`src/rtl/mc_alu.sv`:
```
// mc_alu: multi-cycle ALU with a single-cycle logic/arithmetic path and an
// iterative shift-add multiplier that writes internal hi/lo registers.
//
// Ports:
//   clk     rising-edge clock
//   rst_n   asynchronous active-low reset
//   start   operation request, accepted only while busy is low
//   alu_op  4-bit operation code
//   in0     operand A
//   in1     operand B
//   out     registered result (left unchanged by mult)
//   zero    registered flag, high when out is zero
//   busy    high while an operation is in flight
//   done    one-cycle pulse when out or hi/lo have been updated
//
// Build option: define MC_ALU_SIGNED_MULT_EN to make op 0101 a signed
// two's-complement multiply; by default it is unsigned.
module mc_alu #(
    parameter int WIDTH = 32
) (
    input  logic             clk,
    input  logic             rst_n,
    input  logic             start,
    input  logic [3:0]       alu_op,
    input  logic [WIDTH-1:0] in0,
    input  logic [WIDTH-1:0] in1,
    output logic [WIDTH-1:0] out,
    output logic             zero,
    output logic             busy,
    output logic             done
);

    localparam int CW = $clog2(WIDTH) + 1;

    localparam logic [3:0] OP_ADD  = 4'b0000;
    localparam logic [3:0] OP_SUB  = 4'b0001;
    localparam logic [3:0] OP_AND  = 4'b0010;
    localparam logic [3:0] OP_OR   = 4'b0011;
    localparam logic [3:0] OP_XOR  = 4'b0100;
    localparam logic [3:0] OP_MULT = 4'b0101;
    localparam logic [3:0] OP_MFLO = 4'b0110;
    localparam logic [3:0] OP_MFHI = 4'b0111;
    localparam logic [3:0] OP_SLT  = 4'b1000;

    typedef enum logic [1:0] {IDLE, EXEC, MUL, FIN} state_t;

    state_t             state, state_nx;
    logic [3:0]         op;
    logic [WIDTH-1:0]   a, b;
    logic [WIDTH-1:0]   hi, lo;
    logic [CW-1:0]      cnt;
    logic [2*WIDTH-1:0] prod;
    logic [2*WIDTH-1:0] final_prod;
    logic [WIDTH-1:0]   mcand;
    logic [WIDTH:0]     psum;
    logic [WIDTH-1:0]   result;
    logic               accept;
    logic               last;

`ifdef MC_ALU_SIGNED_MULT_EN
    logic neg;

    function automatic logic [WIDTH-1:0] mag(input logic [WIDTH-1:0] v);
        return v[WIDTH-1] ? -v : v;
    endfunction

    // The core multiplies magnitudes; the sign is restored when committing.
    assign final_prod = neg ? -prod : prod;
`else
    function automatic logic [WIDTH-1:0] mag(input logic [WIDTH-1:0] v);
        return v;
    endfunction

    assign final_prod = prod;
`endif

    assign mcand = mag(a);

    // Upper half of the product register accumulates the multiplicand when
    // the current multiplier bit (prod[0]) is set; the carry lands in bit WIDTH.
    assign psum = {1'b0, prod[2*WIDTH-1:WIDTH]} + {1'b0, prod[0] ? mcand : '0};

    always_comb begin
        result = '0;
        case (op)
            OP_ADD:  result = a + b;
            OP_SUB:  result = a - b;
            OP_AND:  result = a & b;
            OP_OR:   result = a | b;
            OP_XOR:  result = a ^ b;
            OP_MFLO: result = lo;
            OP_MFHI: result = hi;
            OP_SLT:  result = {{(WIDTH-1){1'b0}}, $signed(a) < $signed(b)};
            default: result = '0;
        endcase
    end

    always_ff @(posedge clk or negedge rst_n) begin
        if (!rst_n)
            state <= IDLE;
        else
            state <= state_nx;
    end

    always_comb begin
        state_nx = state;
        case (state)
            IDLE:    state_nx = start ? ((alu_op == OP_MULT) ? MUL : EXEC) : IDLE;
            EXEC:    state_nx = IDLE;
            MUL:     state_nx = last ? FIN : MUL;
            FIN:     state_nx = IDLE;
            default: state_nx = IDLE;
        endcase
    end

    always_comb begin
        busy   = state != IDLE;
        accept = state == IDLE && start;
        last   = cnt == CW'(WIDTH - 1);
    end

    always_ff @(posedge clk or negedge rst_n) begin
        if (!rst_n) begin
            out  <= '0;
            zero <= 1'b1;
            done <= 1'b0;
            hi   <= '0;
            lo   <= '0;
            op   <= '0;
            a    <= '0;
            b    <= '0;
            prod <= '0;
            cnt  <= '0;
`ifdef MC_ALU_SIGNED_MULT_EN
            neg  <= 1'b0;
`endif
        end else begin
            done <= state == EXEC || state == FIN;
            if (accept) begin
                op   <= alu_op;
                a    <= in0;
                b    <= in1;
                prod <= {{WIDTH{1'b0}}, mag(in1)};
                cnt  <= '0;
`ifdef MC_ALU_SIGNED_MULT_EN
                neg  <= in0[WIDTH-1] ^ in1[WIDTH-1];
`endif
            end
            if (state == EXEC) begin
                out  <= result;
                zero <= result == '0;
            end
            if (state == MUL) begin
                prod <= {psum, prod[WIDTH-1:1]};
                cnt  <= cnt + CW'(1);
            end
            if (state == FIN)
                {hi, lo} <= final_prod;
        end
    end

endmodule

```
`config.mk`:
```
export PLATFORM = sky130hd
export DESIGN_NAME = mc_alu
export DESIGN_NICKNAME = d
export VERILOG_FILES = /design/src/rtl/mc_alu.sv
export SDC_FILE = /design/constraint.sdc
export NUM_CORES = 1
export LEC_CHECK = 0
export ABC_CLOCK_PERIOD_IN_PS = 4750
export BUFFER_PORTS_ARGS = -buffer_cell sky130_fd_sc_hd__buf_2
export CORE_MARGIN = 2
export CORE_UTILIZATION = 45
export CTS_BUF_LIST = sky130_fd_sc_hd__clkbuf_4 sky130_fd_sc_hd__clkbuf_8
export DETAILED_ROUTE_END_ITERATION = 8
export GPL_ROUTABILITY_DRIVEN = 0
export GPL_TIMING_DRIVEN = 0
export SETUP_SLACK_MARGIN = 0.4
export SYNTH_ARGS = -nofsm -noshare
export SYNTH_HDL_FRONTEND = slang
export SYNTH_SLANG_ARGS = --single-unit
```
`constraint.sdc`:
```
create_clock -name clk -period 4.75 [get_ports clk]
set_clock_uncertainty 0.15 [all_clocks]
set_input_delay 0.475 -clock clk [delete_from_list [all_inputs] [get_ports clk]]
set_output_delay 0.475 -clock clk [all_outputs]
set_load 0.01 [all_outputs]
```
# Word-level counts from Yosys, hierarchy flattened
# Cells that the tools add are included.
# totals
elab_cells	49
reg_bits	238
output_inout_bits	35
inputBits	71
# op_classes
n_bitwise	3
add_sub_neg	4
n_reduce_logical	8
eq_ne	12
n_lt_le_gt_ge	1
n_mux	10
# ops
cell	count
32-bit one-hot mux with 8 select lines	1
64-bit two-way mux	2
32-bit by 32-bit adder with 33-bit output	1
32-bit adder	1
32-bit AND	1
32-bit logical NOT	1
32-bit < comparator	1
32-bit two-way mux	1
32-bit bitwise OR	1
32-bit subtractor	1
32-bit bitwise XOR	1
4-bit by 3-bit == test with 1-bit output (second input constant)	4
6-bit two-way mux	2
4-bit by 2-bit == test with 1-bit output (second input constant)	2
6-bit by 1-bit adder with 6-bit output (second input constant)	1
6-bit by 5-bit == test with 1-bit output (second input constant)	1
2-bit one-hot mux with 3 select lines	1
2-bit == test (second input constant)	2
4-bit by 1-bit == test with 1-bit output (second input constant)	1
4-bit == test (second input constant)	1
4-bit logical NOT	1
2-bit two-way mux	2
2-bit nonzero test	2
2-bit by 1-bit == test with 1-bit output (second input constant)	1
5 further kinds	5

# Longest topological paths before layout
# Gate-level depths: netlist of the first run.
# logic_depth
word_depth	4
mapped_depth	15

# Least setup slack after synthesis of the first run
# OpenSTA, ideal clock, no wires.
# synth_timing
path_kind	reg-to-reg
startpoint	register a[15]
endpoint	register zero
synth_period_minus_slack_ps	3541
t_required_ps	4538
setup_slack_ps	1209
stages_incl_launch_ff	14
arrival_time_ps	3329
cell_sequence	dfrtp_1 inv_1 ha_1 buf_6 or4_4 or3_1 a211oi_2 nor3_1 a221o_1 a21o_1 a2111oi_4 nand4_1 nor4_2 a32o_1
# synth_via
elab_chain_len	3
word_cells_on_any_way	8
# synth_rtl
element	line	rtl
start, declared	49	logic [WIDTH-1:0] a, b;
start signal, assigned	141	a <= in0;
32-bit subtractor (tied with other cells)	87	OP_SUB: result = a - b;
32-bit one-hot mux with 8 select lines (*)	85	case (op)
32-bit logical NOT (*)	151	zero <= result == '0;
end signal, assigned	125	zero <= 1'b1;
end signal, assigned	151	
end, declared	28	output logic zero,
# Every way passes the cells marked *; elsewhere a longest branch is shown, timed or not.
# A chain may end at the register's enable or synchronous reset.

# Worst setup path in the final report of the first run
# layout_timing
startpoint	register a[14]
endpoint	register zero
# Same word-level chain as after synthesis.

==> results.md, run 1 <==
* Reg power frac at 0.318
* First drt pass iteration count at 8
* Share of layout cells above drive strength 1 at 0.1581
* Die Span Y at 198.5 µm
* Post-route ant nets at 0
* Top_reg_cell synth: dfrtp_1
* Placed cells at 2572
* Vias at 16990
* Row Count at 71
* Hold depth at 3
* Max Cap Viol at 0
* Fin cells at 2727
* GRT Util Overall at 0.3343
* Vias in the first global route at 15890
* Yosys reg bits at 238
* 1st-iter DRT viols at 2169
* Final hold vios at 0
* Synth Area per Inst at 8.721 µm²
* Seq/Total Area, Yosys at 0.3498
* Largest net degree at the start of global routing at 110
* CTS H-tree depth at 2
* Met2 Use GR at 0.5118
* Placed Instance Area at 18280 µm²
* Max-Slew Margin vs Limit at 0.09294
* Core outline area at 37490 µm²
* VDD IR max at 0.2038 mV
* Worst Setup End Kind: register
* Actual slew at the worst max-slew pin at 1.357 ns
* Power Density at 491.7 nW/µm²
* Die X-Extent at 198.5 µm
* Met3 usage at 0.07748
* Min cycle time layout at 4.286 ns
* First-pass GRT wire length at 97840 µm
* Period utilisation layout at 0.9023
* TritonCTS Buffers at 45
* Remaining global-route overflow at 0
* Area growth, synth to finish at 18.63%
* CTS tree: built
* Clock share of power at 0.239
* Worst EP required at 5.15 ns
* Worst Setup Start Kind: register
* Clock tree buffer depth at 3
* Asr flop ratio synth at 1.000
* Max Clk Rate at 0.2333 GHz
* Post-route setup TNS at 0 ns
* Final Cell Area at 20200 µm²
* Mapped Area at 17030 µm²
* I/O pins at 106
* DR WL/cell at 24.36 µm
* Final core utilization at 0.5389
* Initial core utilization at 0.4543
* DP HPWL at 50790 µm
* R2R Path Start: a[14]
* Worst Path Max Fanout at 6
* Vias per inst at 6.231
* Critical path class: reg2reg
* RR Endpoint: zero
* Worst R2R Setup Slack at 0.46 ns
* Gate power share at 0.443
* Leakage Power at 9.169 nW
* DRC viols at 0
* Most frequent cells in the layout: 264 x nand2_1, 234 x dfrtp_1, 153 x o21ai_0, 135 x ha_1, 111 x buf_2
* Final setup fails at 0
* Busiest grt layer: met2
* Routed WL at 66440 µm
* Commonest non-fill, non-tap cell in the layout: nand2_1
* Fin nets at 2389
* Clock Sinks at 238
* Tightest Hold Check Type: in2reg
* Reg2reg path depth at 13
* Synthesized net count at 2162
* Clk slew on worst S/H paths at 0.06 ns
* Power Total at 9.934 mW
* Die area at 39420 µm²
* PortBufs at 105
* Distinct cell type count after synthesis at 91
* Sw Pwr at 4.316 mW
* Syn. warnings at 0
* Unrepaired setup endpoints after global routing: yes
* Worst-Skew Late Latency at 0.67 ns
* Global routing usage on met1 at 0.4573
* Initial antenna violation count at 3
* Sw frac at 0.4345
* Max Slew Vio Count at 0
* Worst Hold Path EP: final_prod[19]
* Number of enable flip-flop cells after synthesis at 0
* WP data arrival at 4.69 ns
* Status: completed
* Cells after Synth at 1953
* Clock Tree Root: clkbuf_8
* Internal power at 5.618 mW
* Hold path start: in1[19]
cell usage after synthesis (all sizes together) (38+ instances only):
| cell | count | area [µm²] |
|---|---|---|
| nand2 | 264 | 991.0 |
| inv | 98 | 367.9 |
| nor3 | 42 | 210.2 |
| a22oi | 52 | 390.4 |
| dfrtp | 237 | 5931 |
| a21oi | 109 | 545.5 |
| nor2 | 99 | 371.6 |
| clkbuf | 88 | 334.1 |
| nand3 | 52 | 260.3 |
| ha | 135 | 1689 |
| mux2 | 68 | 765.7 |
| o21ai | 156 | 780.7 |
| and2 | 38 | 237.7 |
critical path: stages, from the launching register on:
cell and delay (ns):
dfrtp_1 0.50, inv_1 0.13, ha_1 0.41, a21o_1 0.26, a31oi_2 0.37, o221ai_1 0.28
o31ai_4 0.38, and2_1 0.27, nor2_1 0.09, a211oi_1 0.28, mux2_2 0.37, o22ai_1 0.33
nor4_2 0.10, a32o_1 0.27
metal layers:
layer | up-vias | part of all wire
met2 | 987 | 0.43
li1 | 7598 | -
met1 | 8216 | 0.42
met5 | - | 0
met4 | 0 | 0.044
met3 | 190 | 0.10
cell type report:
type                       instances  area [µm²]
sequential                       238        5961
timing repair buffer             180        1304
antenna                            2       5.005
multi-input combinational       1499       10320
clock buffer                      71       889.6
tap                              511       639.4
fill                            3591       17280
buffer                           117       551.8
clock inverter                    10       162.7
inverter                          99       371.6
through the flow:
step	worst slack, ns	hold slack (ns)
3_5_place_dp	0.2181	0.2100
5_1_grt	0.3165	0.01897
6_report	0.4639	0.02568
4_1_cts	0.4132	0.003421
3_3_place_gp	-1.344	0.3068
2_1_floorplan	1.209	0.02941
sequential cells by signal (all words and copies together) (netlist names), 4 cells and up:
| register | count |
|---|---|
| cnt | 6 |
| out | 32 |
| lo | 32 |
| op | 4 |
| b | 32 |
| hi | 32 |
| final_prod | 64 |
| a | 32 |
worst max path at each step:
stage	endpoint	from	slack (ns)
floorplan	zero	a[15]	1.21
global placement	final_prod[57]	rst_n	-1.34
detailed placement	final_prod[63]	final_prod[0]	0.22
CTS	final_prod[63]	final_prod[0]	0.41
global route	zero	a[0]	0.32
finish	zero	a[14]	0.46
power groups by stage:
stage,Combinational (mW),Clock [mW],Sequential (mW)
final,4.40,2.37,3.16
after global routing,4.72,2.48,3.20
after CTS,4.17,2.40,3.13
after detailed placement,4.09,0,3.16
after global placement,4.03,0,3.14
after floorplan,2.75,0,2.95
timing repair:
action                                  in CTS  in global routing
endpoints found under the setup margin       2                  4
pin swaps                                    0                  9
hold buffers                                66                  0
resized for setup                            7                 32
hold endpoints to repair                   170                  0
buffers inserted                             0                  6
cell families after synthesis:
kind of cell	Yosys count	share of synthesized area
fa+ha+maj	138	0.1027
flops	238	0.3498
buf+inv	216	0.05378
xor+xnor	30	0.01543
mux	82	0.05319
simple gates	646	0.1831
compound gates	603	0.2420
Note: power is estimated with default switching activity, not from simulation.
==> inputs of run 2 (changes only) <==
ABC_CLOCK_PERIOD_IN_PS = 4500   (was 4750)
GPL_TIMING_DRIVEN = unset   (was 0)
clock period = 4.5 ns   (was 4.75 ns; I/O delays follow)
==> results.md, run 2 (synthesized netlist as in run 1, its figures left out) <==
* Status: completed
* I/O pins at 106
* Worst-Skew Late Latency at 0.64 ns
* WP data arrival at 4.47 ns
* Largest net degree at the start of global routing at 104
* R2R Path Start: a[14]
* Row Count at 71
* First drt pass iteration count at 6
* Min cycle time layout at 4.060 ns
* CTS tree: built
* DR WL/cell at 22.96 µm
* Period utilisation layout at 0.9023
* Die X-Extent at 198.5 µm
* Post-route ant nets at 0
* CTS H-tree depth at 2
* Filler cells at 3540
* Initial core utilization at 0.4543
* Worst-path cell with the longest stage delay: or4_4
* Max-Slew Margin vs Limit at 0.3066
* Max Clk Rate at 0.2463 GHz
* Vias in the first global route at 15660
* Leakage Power at 9.131 nW
* Initial antenna violation count at 0
* GRT Util Overall at 0.3093
* TritonCTS Buffers at 44
* Tightest Hold Check Type: in2reg
* Reg2reg path depth at 12
* Worst EP required at 4.91 ns
* Remaining global-route overflow at 0
* Power Total at 10.08 mW
* CP Cell Sequence: inv_1, ha_2, or4_4, or3_1, a211oi_2, nor3_1, a221o_1, a21o_1, a2111oi_4, nand4_1, nor4_2, a32o_1
* Final hold vios at 0
* Fin nets at 2327
* Die Span Y at 198.5 µm
* Crit path from: a[14]
* Final setup fails at 0
* Max Cap Viol at 0
* Slowest stage delay, CP at 0.53 ns
* Worst Setup Start Kind: register
* Unrepaired setup endpoints after global routing: yes
* Routed WL at 61030 µm
* Power Density at 504.5 nW/µm²
* DRC viols at 0
* Post-route setup TNS at 0 ns
* Commonest non-fill, non-tap cell in the layout: nand2_1
* Share of layout cells above drive strength 1 at 0.1771
* Worst R2R Setup Slack at 0.44 ns
* Clock Sinks at 238
* 1st-iter DRT viols at 1822
* Clk slew on worst S/H paths at 0.07 ns
* First-pass GRT wire length at 92670 µm
* Hold WS at 0.04039 ns
* DP HPWL at 44910 µm
* Die area at 39420 µm²
* Vias at 16510
* Max reg flops at 64
* PortBufs at 105
* Worst Path Max Fanout at 15
* Max Slew Vio Count at 0
* Vias per inst at 6.210
* Clock tree buffer depth at 3
* Critical path class: reg2reg
* Actual slew at the worst max-slew pin at 1.038 ns
* Area growth, synth to finish at 17.31%
* Hold depth at 3
* Worst Setup End Kind: register
* Most frequent cells in the layout: 263 x nand2_1, 234 x dfrtp_1, 154 x o21ai_0, 126 x ha_1, 107 x a21oi_1
* Core outline area at 37490 µm²
* Hold path start: in0[0]
* VDD IR max at 0.1978 mV
* Clock Tree Root: clkbuf_8
## run 2: worst max-delay path: cells and delay by family, from the launching register on
kind | cells | cell delay [ns]
adders and majority gates | 1 | 0.41
buffers and inverters | 1 | 0.10
AOI/OAI and AO/OA | 5 | 1.34
and+or+nand+nor | 5 | 1.47
DFF | 1 | 0.48
## run 2: worst paths after layout
path                           end
max                           zero
min                           a[0]
max reg2reg                   zero
min reg2reg                out[29]
max in group asynchronous   lo[27]
min in group asynchronous   out[2]
## run 2: cell type report
| class | instances | area (µm²) | share of cell area |
|---|---|---|---|
| Inverter | 99 | 371.6 | 0.01860 |
| Timing Repair Buffer | 236 | 1739 | 0.08705 |
| Tap cell | 511 | 639.4 | 0.03200 |
| Clock buffer | 66 | 802.0 | 0.04014 |
| Antenna cell | 1 | 2.502 | 0.0001253 |
| Sequential cell | 238 | 5961 | 0.2983 |
| Clock inverter | 8 | 102.6 | 0.005135 |
| Multi-Input combinational cell | 1499 | 10360 | 0.5186 |
## run 2: through the flow
| stage | cells | util | cell area (µm²) | setup slack, ns |
|---|---|---|---|---|
| after floorplan | 1953 | - | 17030 | 0.9586 |
| after CTS | 2655 | 0.5295 | 19850 | 0.4046 |
| after global placement | 2513 | 0.4863 | 18230 | 0.1716 |
| after detailed placement | 2513 | 0.4863 | 18230 | 0.1636 |
| after global routing | 2657 | 0.5329 | 19980 | 0.2837 |
| final | 2658 | 0.5329 | 19980 | 0.4396 |
## run 2: layer usage
layer | vias to the layer above | global-route usage | share of wire | routed length (µm)
met5 | - | 0 | 0 | 0
met3 | 167 | 0.06087 | 0.095 | 5810
li1 | 7462 | - | - | -
met4 | 0 | 0.1343 | 0.044 | 2705
met2 | 859 | 0.4483 | 0.42 | 25460
met1 | 8017 | 0.4463 | 0.44 | 27060
## run 2: power breakdown
group          internal, mW  leakage (nW)  switching [mW]  total [mW]
Sequential             2.74          3.01           0.535        3.27
Clock                  1.25         0.481           0.967        2.22
Combinational          1.74          5.64            2.85        4.59
Total                  5.73          9.13            4.35        10.1
## run 2: repair_timing
action / CTS / global route
setup endpoints to repair: 2 / 6
hold buffers: 68 / 0
hold endpoints to repair: 195 / 0
resized for setup: 7 / 24
pin swaps: 0 / 7
setup buffers: 0 / 2
